===== config.mk =====
export PLATFORM = sky130hd
export DESIGN_NAME = clk_divider_multi
export DESIGN_NICKNAME = d
export VERILOG_FILES = /design/src/rtl/clk_divider_multi.sv
export SDC_FILE = /design/constraint.sdc
export NUM_CORES = 1
export LEC_CHECK = 0
export CORE_UTILIZATION = 50
export CTS_CLUSTER_DIAMETER = 100
export DETAILED_ROUTE_END_ITERATION = 8
export GPL_TIMING_DRIVEN = 1
export PLACE_DENSITY = 0.77
export REMOVE_ABC_BUFFERS = 1
export SLEW_MARGIN = 40
export SYNTH_ARGS = -nofsm -noshare
export SYNTH_HDL_FRONTEND = slang
export SYNTH_SLANG_ARGS = --single-unit

===== constraint.sdc =====
create_clock -name clk_in -period 31.2 [get_ports clk_in]
set_input_delay 4.68 -clock clk_in [delete_from_list [all_inputs] [get_ports clk_in]]
set_output_delay 4.68 -clock clk_in [all_outputs]
set_load 0.05 [all_outputs]

===== src/rtl/clk_divider_multi.sv =====
// Multi-channel programmable clock divider: each channel toggles clk_out every
// 'act' cycles, with glitch-free shadowed divisor updates and a global sync restart.
module clk_divider_multi #(
    parameter int CHANNELS    = 4,
    parameter int WIDTH       = 32,
    parameter int DEFAULT_DIV = 50_000_000,
    localparam int CH_W       = (CHANNELS > 1) ? $clog2(CHANNELS) : 1
) (
    input  logic                clk_in,
    input  logic                rst,
    input  logic                wr_en,
    input  logic [CH_W-1:0]     wr_ch,
    input  logic [WIDTH-1:0]    wr_div,
    input  logic [CHANNELS-1:0] ch_en,
    input  logic                sync,
    output logic [CHANNELS-1:0] clk_out,
    output logic [CHANNELS-1:0] tick
);

    localparam logic [WIDTH-1:0] RESET_DIV = WIDTH'(DEFAULT_DIV);

    for (genvar i = 0; i < CHANNELS; i++) begin : g_ch
        logic [WIDTH-1:0] act;
        logic [WIDTH-1:0] shd;
        logic [WIDTH-1:0] cnt;
        logic [WIDTH-1:0] eff;
        logic             pend;
        logic             out_q;
        logic             tick_q;
        logic             wrap;
        logic             hit;

        // NOTE: every signal is assigned on every pass, so no latch is inferred.
        always_comb begin
            eff  = (act == '0) ? WIDTH'(1) : act;
            // ">=" rather than "==" so a divisor lowered below cnt still wraps.
            wrap = (cnt >= eff - 1'b1);
            // Matching a channel index below CHANNELS implicitly drops out-of-range writes.
            hit  = wr_en && (wr_ch == CH_W'(i));
        end

        // NOTE: sequential state uses non-blocking assignments so every register
        // samples pre-edge values regardless of statement order.
        always_ff @(posedge clk_in or posedge rst) begin
            if (rst) begin
                // NOTE: act/shd are small flop banks, not RAM, so they take a reset value.
                act    <= RESET_DIV;
                shd    <= RESET_DIV;
                cnt    <= '0;
                pend   <= 1'b0;
                out_q  <= 1'b0;
                tick_q <= 1'b0;
            end else if (sync) begin
                cnt    <= '0;
                out_q  <= 1'b0;
                tick_q <= 1'b0;
                pend   <= 1'b0;
                if (hit) begin
                    act <= wr_div;
                    shd <= wr_div;
                end else if (pend) begin
                    act <= shd;
                end
            end else if (!ch_en[i]) begin
                tick_q <= 1'b0;
                if (hit) begin
                    act  <= wr_div;
                    shd  <= wr_div;
                    pend <= 1'b0;
                end
            end else begin
                if (wrap) begin
                    cnt    <= '0;
                    out_q  <= ~out_q;
                    tick_q <= 1'b1;
                    if (pend) begin
                        act <= shd;
                    end
                end else begin
                    cnt    <= cnt + 1'b1;
                    tick_q <= 1'b0;
                end
                // A write landing on the wrap edge waits for the following wrap.
                if (hit) begin
                    shd  <= wr_div;
                    pend <= 1'b1;
                end else if (wrap) begin
                    pend <= 1'b0;
                end
            end
        end

        assign clk_out[i] = out_q;
        assign tick[i]    = tick_q;
    end

endmodule


Yosys cells after proc, flatten, opt, wreduce, memory -nomap -nowiden
Index checks and enable logic that the tools add are counted.
{"block": "totals", "register_bits": 396, "latch_bits": 0, "ram_bits": 0, "romBits": 0, "inputBits": 42, "output_inout_bits": 8, "wordCells": 168, "mem_count": 0}
{"block": "classes", "n_addsub": 8, "mul": 0, "n_div": 0, "magnitude_cmp": 4, "n_eq_ne": 7, "shifts": 0, "n_mux": 84, "bitwise": 4, "n_reduce_logical": 37}
{"op": "$mux 32", "n": 40}
{"op": "$add 32x1->32 const B", "n": 4}
{"op": "$ge 32x32->1", "n": 4}
{"op": "$logic_not 32->1", "n": 4}
{"op": "$sub 32x1->32 const B", "n": 4}
{"op": "$mux 1", "n": 44}
{"op": "$reduce_and 2->1", "n": 12}
{"op": "$reduce_bool 3->1", "n": 8}
{"op": "$reduce_bool 2->1", "n": 8}
{"op": "$ne 3x1->1 const B", "n": 4}
{"op": "$eq 2x2->1 const B", "n": 2}
{"op": "$logic_and 1x1->1", "n": 4}
{"op": "$not 1->1", "n": 4}
{"op": "$eq 2x1->1 const B", "n": 1}
{"op": "$logic_not 2->1", "n": 1}

Longest topological paths before layout
Gate-level depths: netlist (run 1).
{"block": "logic_depth", "ltp_word": 8, "mapped_depth": 23, "depth_no_buf": 21}

Worst setup path after synthesis (run 1)
No wires, ideal clock.
{"block": "synth_path", "kind": "input to register", "startpoint": "input sync", "endpoint": "register g_ch[1].act[12]", "setup_time_ps": 75, "arrival_time_ps": 6289, "required_ps": 31125, "setup_slack_ps": 24836, "stages": 7, "path_buffers": 3, "cell_sequence": "clkbuf_1 > clkbuf_1 > a21oi_1 > nor2b_1 > nor3_1 > buf_2 > a2bb2oi_1"}
{"block": "synth_between", "elab_chain_cells": 2, "elab_cells_between_ends": 4, "cone_classes": "eq/ne (1); mux (1); reduce/logical (2)"}
{"item": "from (decl)", "line_no": "15", "text": "input logic sync,"}
{"item": "$ne 3x1->1 (no line) / $reduce_bool 3->1 (equally long branches)"}
{"item": "$reduce_and 2->1 (no line)"}
{"item": "to (signal assigned)", "line_no": "59", "text": "act <= wr_div;"}
{"item": "to (signal assigned)", "line_no": "67", "text": "act <= wr_div;"}
{"item": "to (decl)", "line_no": "23", "text": "logic [WIDTH-1:0] act;"}
Several ways; a longest one is shown, not always the timed one.
A chain may end at the register's enable or synchronous reset.

Worst setup path in the final report (run 1)
{"block": "layout_path", "startpoint": "input sync", "endpoint": "register g_ch[2].act[2]"}
{"block": "layout_between", "elab_chain_cells": 2, "elab_cells_between_ends": 4, "cone_classes": "eq/ne (1); mux (1); reduce/logical (2)"}
{"item": "$ne 3x1->1 (no line) / $reduce_bool 3->1 (equally long branches)"}
{"item": "$reduce_and 2->1 (no line)"}
{"item": "to (signal assigned)", "line_no": "59"}
{"item": "to (signal assigned)", "line_no": "67"}
{"item": "to (decl)", "line_no": "23"}
Several ways; a longest one is shown, not always the timed one.

==> results of run 1 <==
## cell type report
cell class / instances / area (um^2) / share of cell area (%)
antenna: 1 / 2.50 / 0.00986
clock buffer: 56 / 1230 / 4.84
clock inverter: 22 / 224 / 0.883
inverter: 40 / 158 / 0.621
multi-input combinational: 1895 / 12200 / 48.1
sequential: 396 / 10000 / 39.5
tap: 600 / 751 / 2.96
timing repair buffer: 78 / 768 / 3.03
## cells in the final DEF (no fill, tap or decap), types with 34 or more instances in the layout
cell type and instances:
a21oi_1 105, a2bb2oi_1 96, a31oi_1 60, clkbuf_16 45, clkdlybuf4s50_1 49, dfrtp_1 300
dfstp_2 96, ha_1 136, inv_1 39, mux2_2 35, nand2_1 453, nand3_1 87
nand4_1 34, nor2_1 119, nor3_1 51, o21ai_0 67, o22ai_1 96, or3_1 41
xnor2_1 76, xor2_1 52
## worst max-delay path, cell delays in order
cell and delay [ps]:
clkdlybuf4s50_1 400, buf_4 280, nor2b_1 180, nand4_1 570
nor2_2 560, buf_4 390, nor3_4 130, buf_6 170
buf_6 160, a2bb2oi_1 130
## state kept, by name (all words and copies together) (netlist names)
register     flops
g_ch.act       128
g_ch.cnt       128
g_ch.out_q       4
g_ch.pend        4
g_ch.shd       128
g_ch.tick_q      4
## stage by stage
stage / hold WS (ps) / setup WS, ps / util (%)
4_1_cts: 459 / 24040 / 55.8
5_1_grt: 468 / 23810 / 55.9
6_report: 457 / 23930 / 55.9
2_1_floorplan: 439 / 15670 / -
3_3_place_gp: 447 / 23260 / 52.5
3_5_place_dp: 448 / 23490 / 52.6
## cells by family after synthesis
logic type | after synthesis | share of synthesized area, %
adders and majority gates | 136 | 7.41
and+or+nand+nor | 986 | 20.4
DFF | 396 | 43.7
xor gates and xnor gates | 128 | 4.88
buffers and inverters | 200 | 3.53
muxes | 44 | 2.11
AOI/OAI and AO/OA | 601 | 18.0
## metal layers
metal / share of wire (%) / up-vias / GRT usage (%) / wire [um]
li1: - / 9008 / - / -
met4: 2.4 / 0 / 7.44 / 1440
met3: 7.0 / 91 / 4.27 / 4150
met1: 43 / 9657 / 34.6 / 25900
met5: 0 / - / 0 / 0
met2: 47 / 663 / 40.8 / 28200
## final timing paths
kind | cells past startpoint | to | slack (ps)
min reg2reg | 2 | g_ch[3].shd[13] | 460
max in group asynchronous | 4 | g_ch[2].act[24] | 25300
min | 2 | g_ch[3].shd[13] | 460
max reg2reg | 24 | g_ch[2].act[7] | 24130
min in group asynchronous | 2 | g_ch[3].cnt[10] | 4500
max | 10 | g_ch[2].act[2] | 23930
## power by group
part / leakage, uW / switching [uW] / internal (uW) / total, uW
logic: 0.00510 / 132 / 116 / 248
registers: 0.00485 / 75.0 / 599 / 674
clock network: 0.000692 / 218 / 304 / 523
total: 0.0106 / 425 / 1020 / 1450
==> metrics.txt, run 1 <==
core area 45,400 um^2; Synth top area share 32.7%; crit share post-route 23.3%; Synth top cells by count nand2_1 (457), dfrtp_1 (300), ha_1 (136); Mapped Cells 2,491; Vias/cell between 6 and 7; Slew Limit Fails 0; post-route setup TNS 0 ps; CP Class input pin to register; Worst setup startpoint sync; H-tree depth 2; pin count of the biggest net entering global routing 107; count leader, synth nand2_1; share of post-route cells with drive strength above 1 between 10 and 15%; r2r startpoint g_ch[2].act[9]; Most used DFF post-synth dfrtp_1; CTS tree done; Row Count 78; placed wire-length estimate slightly below 40,000 um; final hold vios 0; die area ~47,000 um^2; hold_sp g_ch[3].shd[13]; status complete, no violations; Finish-stage setup viols 0; Hold Path Class register to register; EDFF count, synth 0; PwrDens about 57 nW/um^2; area grow syn2layout 10.5%; sequential area share after synthesis 43.7%; initial antenna violation count 0; Distinct cells, synth 73; antenna-violating nets left 0; CP max FO 29; fin cells just over 3,000; CP required 31,620 ps; I/O pin count 50; Wirelength per Cell 19.3 um; Die Ht 216 um; max cap viols 0; cts repair resizes 0; Max VDD drop 58.1 uV; vias in the first global route roughly 19,000; Inserted Clock Buffers 43; worst slew pin tran 849 ps; Setup crit end kind register; Clk Tree Root Cell clkbuf_16; Max-Slew Margin vs Limit 42.9%; Synth async-reset ratio 100%; deepest clock path buffer count 3; clock skew 13.8 ps; CP Launch Type input pin; RSZ-0062 raised after global routing no; total power 1450 uW; post-layout min period roughly 7300 ps; Clock transition at path regs approximately 60 ps; FF+latch count, synth around 400; fillers 3,793; Post-CTS Setup Repair Bufs 0; Leakage 0.0106 uW; die width around 220 um; IO buf count 49; Sink Count between 300 and 400; CP arrival 7690 ps; post-synth top area cell dfrtp_1; first-pass GRT wire length 97,000 um; Synth area leaders dfrtp_1 (33%), dfstp_2 (11%), nand2_1 (7.5%); gr usage total around a quarter; Remaining Overflow, GRT 0; via count 19,419; hold-fix buffers at CTS 0; DRC 0; Initial Util between 50% and 60%; post-synthesis cell area 23,000 um^2; Avg Cell Area, Syn 9.22 um^2; placed inst area 23,900 um^2; first-pass iteration count of the detailed router 6; Final GP Congestion 0.852; later-pin clock latency in the skew report 560 ps; fin nets 2,632; placed cells 3,008; Final Cell Area 25,400 um^2; yosys warns 0; DRT iter0 DRCs approximately 2,000; Routed Wire Length 59,600 um; Max Clk Rate 0.138 GHz
Power figures use the tool's default switching activity.
==> inputs of run 2 (changes only) <==
--- a/config.mk
+++ b/config.mk
@@ -9,7 +9,7 @@
 export CTS_CLUSTER_DIAMETER = 100
 export DETAILED_ROUTE_END_ITERATION = 8
 export GPL_TIMING_DRIVEN = 1
-export PLACE_DENSITY = 0.77
+export PLACE_DENSITY = 0.8
 export REMOVE_ABC_BUFFERS = 1
 export SLEW_MARGIN = 40
 export SYNTH_ARGS = -nofsm -noshare
==> constraint.sdc (replaced) <==
create_clock -name clk_in -period 6.51 [get_ports clk_in]
set_input_delay 0.9765 -clock clk_in [delete_from_list [all_inputs] [get_ports clk_in]]
set_output_delay 0.9765 -clock clk_in [all_outputs]
set_load 0.05 [all_outputs]
==> run 2 against run 1 <==
Effect of this change:
- critical path depth rose by 13
- clock skew up 6.7 ps
- sequential power rose to 4.8 times the previous value
- combinational power rose to 4.8 times the previous value
- setup slack got worse by 23000 ps
- clock power increased to 5.0 times the previous value
- die area unchanged
- first-iteration DRC count is 9.8% lower
- power rose to 4.9 times the previous value
- register-to-register slack worse by 24000 ps
==> metrics.txt, run 2 (synthesized netlist as in run 1, its figures left out) <==
gr usage total 25.4% (+0.25 points); vias in the first global route 18,898 (+0.65%); Finish-stage setup viols 0 (unchanged); deepest clock path buffer count 3 (unchanged); crit-path cells or4_1 -> nor2_1 -> nand3_1 -> or2_2 -> nor2b_1 -> ha_1 -> nor3b_1 -> nand3b_1 -> nor4_2 -> and2_1 -> nand2_1 -> nor3_1 -> xnor2_1 -> ha_1 -> nand4_1 -> nor2_1 -> a221oi_1 -> nand4_1 -> nor2_1 -> buf_4 -> nor3_4 -> buf_4 -> a2bb2oi_1; post-layout min period 5970 ps; cts repair resizes 0 (unchanged); via count 19,478 (+0.30%); die width 216 um (unchanged); R2R Path End g_ch[3].act[1]; Internal 4990 uW (+390%); delay-heaviest family, CP simple AND/OR/NAND/NOR gates; Setup crit end kind register; crit share post-route around nine tenths; r2r worst-path depth 23 (-4.2%); Sink Count 396 (unchanged); initial antenna violation count 0 (unchanged); most frequent cells in the layout nand2_1 (453), dfrtp_1 (300), ha_1 (136); Initial Util 50.6% (unchanged); placed inst area 23,900 um^2 (about the same); status complete, no violations; core area 45,400 um^2 (unchanged); Max VDD drop 261 uV (+350%); Vias/cell 6.30 (+0.24%); die area 46,800 um^2 (unchanged); CP required 6940 ps (-24,680 ps); Psw 2040 uW (+380%); fillers 3,848 (+1.5%); worst stage delay on the critical path 580 ps (about the same); Max-Slew Margin vs Limit 40.8% (-2.1 points); Reg2Reg Setup Slack 540 ps (-23,590 ps); fin nets 2,634 (+0.076%); biggest regs g_ch.act x128, g_ch.cnt x128, g_ch.shd x128; Hold Path Class register to register; Routed Wire Length 59,400 um (-0.40%); placed wire-length estimate 39,500 um (-0.13%); area grow syn2layout 10.7%; combinational cell fraction of total power 16.9% (-0.3 points); placed cells 3,011 (+0.10%); later-pin clock latency in the skew report 600 ps (+40 ps); CTS tree done; I/O pin count 50 (unchanged); switch share 29.1% (-0.36 points); hold-fix buffers at CTS 0 (unchanged); commonest non-fill, non-tap cell in the layout nand2_1; Crit path buffers/inverters 2 (-3); CP Class register to register; Remaining Overflow, GRT 0 (unchanged); first-pass iteration count of the detailed router 6 (unchanged); Clock transition at path regs 60 ps (about the same); DRC 0 (unchanged); hold_sp g_ch[2].shd[13]; Hold Path Sink g_ch[2].shd[13]; worst hold stages 2 (unchanged); utilization after layout 56.0% (+0.12 points); Post-CTS Setup Repair Bufs 0 (unchanged); share of post-route cells with drive strength above 1 11.5% (-0.014 points); post-route setup TNS 0 ps (unchanged); DRT iter0 DRCs 1,786 (-9.8%); H-tree depth 2 (unchanged); antenna-violating nets left 0 (unchanged); CP max FO 32 (+10%); IO buf count 49 (unchanged); Wirelength per Cell 19.2 um (-0.47%); Die Ht 216 um (unchanged); pin count of the biggest net entering global routing 164 (+53%); Max Clk Rate 0.167 GHz; PwrDens 276 nW/um^2 (+390%); RSZ-0062 raised after global routing no; Row Count 78 (unchanged); Clk Tree Root Cell clkbuf_16; fin cells 3,090 (+0.065%); Leakage 0.0107 uW (+0.36%); worst slew pin tran 885 ps (+36.2 ps); final hold vios 0 (unchanged); r2r startpoint g_ch[3].act[12]; Final Cell Area 25,400 um^2 (+0.21%); Inserted Clock Buffers 42 (-2.3%); CP dominant cell by count nor2_1; first-pass GRT wire length 97,200 um (+0.26%); Clk pwr share 37.4% (+1.2 points); final hold slack 459 ps (+1.51 ps); clock skew 20.5 ps (+6.75 ps); Final GP Congestion 0.927 (+8.8%); max cap viols 0 (unchanged); Slew Limit Fails 0 (unchanged); CP max-delay cell dfstp_2; CP Launch Type register; Sequential Power Share 45.7% (-1.0 points); n_diodes 0 (-1); CP arrival 6400 ps (-1290 ps)
## run 2: cell count changes in the layout (fill, tap and decap cells not counted), moves of 2 or more
cell | before | now
clkbuf_1 | 5 | 8
buf_6 | 2 | 0
bufinv_16 | 3 | 7
clkinvlp_4 | 8 | 5
buf_4 | 24 | 29
clkbuf_16 | 45 | 43
clkinv_4 | 3 | 1
## run 2: cell type report
| type | instances | area, um^2 | share of cell area [%] |
|---|---|---|---|
| clock inverters | 22 | 322 | 1.26 |
| clock buffers | 56 | 1170 | 4.62 |
| multi-input cells | 1895 | 12200 | 48.0 |
| inverters | 40 | 158 | 0.620 |
| repair buffers | 81 | 776 | 3.05 |
| flip-flops and latches | 396 | 10000 | 39.4 |
| well taps | 600 | 751 | 2.95 |
## run 2: worst max path at each step
| stage | start | to | slack (ps) | cells after the start |
|---|---|---|---|---|
| 2_1_floorplan | rst | g_ch[0].act[0] | -5320 | 1 |
| 3_3_place_gp | g_ch[3].act[12] | g_ch[3].act[4] | 590 | 21 |
| 3_5_place_dp | g_ch[2].act[9] | g_ch[2].cnt[12] | 520 | 22 |
| 4_1_cts | g_ch[2].act[9] | g_ch[2].cnt[12] | 500 | 22 |
| 5_1_grt | g_ch[2].act[9] | g_ch[2].cnt[17] | 20 | 22 |
| 6_report | g_ch[3].act[12] | g_ch[3].act[1] | 540 | 23 |
## run 2: per-stage QoR
step	power (uW)	worst slack, ps
2_1_floorplan	4020	-5320
3_3_place_gp	4330	591
3_5_place_dp	4410	518
4_1_cts	7060	498
5_1_grt	7340	18.1
6_report	7030	537
## run 2: power groups by stage
stage	sequential [uW]	combinational (uW)	clock [uW]
after floorplan	3140	874	0
after global placement	3220	1120	0
after detailed placement	3240	1170	0
after CTS	3210	1190	2670
after global routing	3260	1330	2760
final	3210	1190	2630
## run 2: worst min-delay path, stage by stage (launching register included)
cell     delay (ps)
dfstp_2         370
nand2_1          50
nand2_1          50
## run 2: routing by layer
| metal | vias up | track usage (%) | routed length [um] |
|---|---|---|---|
| li1 | 9018 | - | - |
| met5 | - | 0 | 0 |
| met2 | 638 | 42.0 | 28600 |
| met3 | 115 | 3.69 | 4060 |
| met4 | 0 | 8.87 | 1590 |
| met1 | 9707 | 34.1 | 25200 |
==> inputs of run 3 (changes only) <==
--- a/config.mk
+++ b/config.mk
@@ -5,6 +5,7 @@
 export SDC_FILE = /design/constraint.sdc
 export NUM_CORES = 1
 export LEC_CHECK = 0
+export CORE_MARGIN = 2
 export CORE_UTILIZATION = 50
 export CTS_CLUSTER_DIAMETER = 100
 export DETAILED_ROUTE_END_ITERATION = 8
==> run 3 against run 2 <==
Effect of this change:
- clock-buffer cell count increased by 4
- non-clock buffer count increased by 1
- routed wire length about the same
- via count increased by 0.16%
- hold slack improved by 0.91 ps
- register-to-register slack about the same
- combinational power about the same
- fmax increased by 0.15%
- setup slack improved by 9.2 ps
- critical endpoint is now g_ch[2].cnt[12]
- largest power group unchanged
- highest routed layer unchanged
==> metrics.txt, run 3 (synthesized netlist as in run 1, its figures left out) <==
Clk Tree Root Cell clkbuf_16; Max Clk Rate 0.168 GHz (+0.15%); commonest non-fill, non-tap cell in the layout nand2_1; dpl ws 526 ps (+7.52 ps); Routed Wire Length 59,400 um (about the same); post-route setup TNS 0 ps (unchanged); Hold Path Class register to register; crit share post-route 91.6% (-0.14 points); RSZ-0062 raised after global routing no; CP max FO 15 (-53%); I/O pin count 50 (unchanged); fin nets 2,637 (+0.11%); Vias/cell 6.31 (about the same); via count 19,510 (+0.16%); most frequent cells in the layout nand2_1 (453), dfrtp_1 (300), ha_1 (136); Psw 2020 uW (-0.99%); r2r worst-path depth 22 (-4.3%); Clock transition at path regs 60 ps (about the same); combinational cell fraction of total power 17.0% (about the same); deepest clock path buffer count 3 (unchanged); r2r startpoint g_ch[2].act[8]; Die Ht 218 um (+0.92%); CP arrival 6400 ps (about the same); Internal 4980 uW (about the same); placed wire-length estimate 39,900 um (+0.99%); Slew Limit Fails 0 (unchanged); CP Class register to register; Sequential Power Share 45.9% (+0.2 points); biggest regs g_ch.act x128, g_ch.cnt x128, g_ch.shd x128; Leakage 0.0107 uW (+0.40%); initial antenna violation count 1 (+1); multi-input gate area in the final layout 12,200 um^2 (+0.15%); n_diodes 0 (unchanged); CTS tree done; CP required 6950 ps (about the same); worst hold stages 2 (unchanged); post-layout min period 5960 ps (-9.15 ps); pin count of the biggest net entering global routing 166 (+1.2%); Initial Util 50.6% (unchanged); IO buf count 49 (unchanged); Setup crit end kind register; Hold Path Sink g_ch[1].shd[7]; Inserted Clock Buffers 44 (+4.8%); sequential standard cell area 10,000 um^2 (unchanged); share of post-route cells with drive strength above 1 11.8% (+0.31 points); Max VDD drop 246 uV (-5.9%); gr usage total 25.2% (-0.27 points); first-pass iteration count of the detailed router 6 (unchanged); switch share 28.9% (-0.19 points); DRC 0 (unchanged); final hold vios 0 (unchanged); hold_sp g_ch[1].shd[7]; CP Launch Type register; H-tree depth 2 (unchanged); R2R Path End g_ch[2].cnt[12]; total power 7010 uW (-0.32%); Row Count 78 (unchanged); later-pin clock latency in the skew report 570 ps (-30 ps); Wirelength per Cell 19.2 um (-0.15%); antenna-violating nets left 0 (unchanged); Final GP Congestion 0.875 (-5.6%); max cap viols 0 (unchanged); Clk pwr share 37.1% (-0.3 points); Sink Count 396 (unchanged); Reg2Reg Setup Slack 550 ps (about the same); utilization after layout 56.2% (+0.12 points); final hold slack 460 ps (+0.913 ps); vias in the first global route 19,250 (+1.9%); PwrDens 275 nW/um^2 (-0.54%); Final Worst Setup Slack 547 ps (+9.15 ps); die width 218 um (+0.92%); Post-CTS Setup Repair Bufs 0 (unchanged); status complete, no violations; worst slew pin tran 851 ps (-34.2 ps); area grow syn2layout 11.0%; DRT iter0 DRCs 1,904 (+6.6%); clock skew 17.3 ps (-3.19 ps); core area 45,400 um^2 (unchanged); Finish-stage setup viols 0 (unchanged); Max-Slew Margin vs Limit 43.3% (+2.5 points); die area 47,700 um^2 (+1.9%); Remaining Overflow, GRT 0 (unchanged); first-pass GRT wire length 97,700 um (+0.52%); fillers 3,852 (+0.10%)
run 3: changes by cell type in the layout (fill, tap and decap cells not counted), sizes merged:
cell / before / now
clkbuf: 56 / 60
clkdlybuf4s50: 49 / 48
clkinv: 7 / 13
bufinv: 7 / 4
buf: 32 / 34
inv: 43 / 40
clkinvlp: 5 / 3
run 3: area by class of cell:
class / instances / area share, %
repair buffers: 82 / 3.13
well taps: 600 / 2.95
flip-flops and latches: 396 / 39.4
inverters: 40 / 0.619
clock inverters: 20 / 0.845
clock buffers: 60 / 5.08
multi-input cells: 1895 / 48.0
run 3: power by group through the flow:
| stage | Clock (uW) | Combinational, uW | Sequential, uW |
|---|---|---|---|
| after floorplan | 0 | 874 | 3140 |
| after global placement | 0 | 1110 | 3220 |
| after detailed placement | 0 | 1180 | 3240 |
| after CTS | 2650 | 1190 | 3200 |
| after global routing | 2750 | 1330 | 3260 |
| final | 2600 | 1190 | 3210 |
run 3: per-stage QoR:
stage               area (um^2)  instances
floorplan                 22300       2331
global placement          23900       3011
detailed placement        23900       3011
CTS                       25400       3091
global route              25500       3093
finish                    25500       3093
run 3: timing repair:
item / in CTS / in global routing
gates resized for setup: 0 / 2
hold buffers: 0 / 0
endpoints found under the hold margin: 0 / 0
endpoints found under the setup margin: 0 / 36
run 3: how the worst max path moves through the flow:
stage | startpoint | endpoint | cells after the start
6_report | g_ch[2].act[8] | g_ch[2].cnt[12] | 22
5_1_grt | g_ch[3].act[20] | g_ch[3].act[28] | 23
4_1_cts | g_ch[3].act[12] | g_ch[3].act[26] | 23
3_5_place_dp | g_ch[3].act[12] | g_ch[3].act[6] | 23
3_3_place_gp | g_ch[3].act[12] | g_ch[3].act[28] | 21
2_1_floorplan | rst | g_ch[0].act[0] | 1
run 3: metal layers:
metal	vias to the layer above	track usage [%]	wire length [um]
met1	9692	33.1	24700
met5	-	0	0
met2	676	41.2	28600
met4	0	8.59	1540
li1	9023	-	-
met3	119	5.51	4590
run 3: critical path, cell delays in order (launching register included):
cell and delay [ps]:
dfrtp_1 410, or4_1 550, or3_1 470, nor4_1 430, nor3b_1 290, nor2_1 100
ha_1 210, nand2b_1 90, or4_1 230, or3_4 190, nor2_4 40, nand2_2 100
nor2_1 60, xnor2_1 130, ha_1 320, nand4_1 150, nor4_1 400, a221oi_1 160
nand4_1 130, buf_4 200, or2_0 680, o21ai_0 190, mux2_2 290
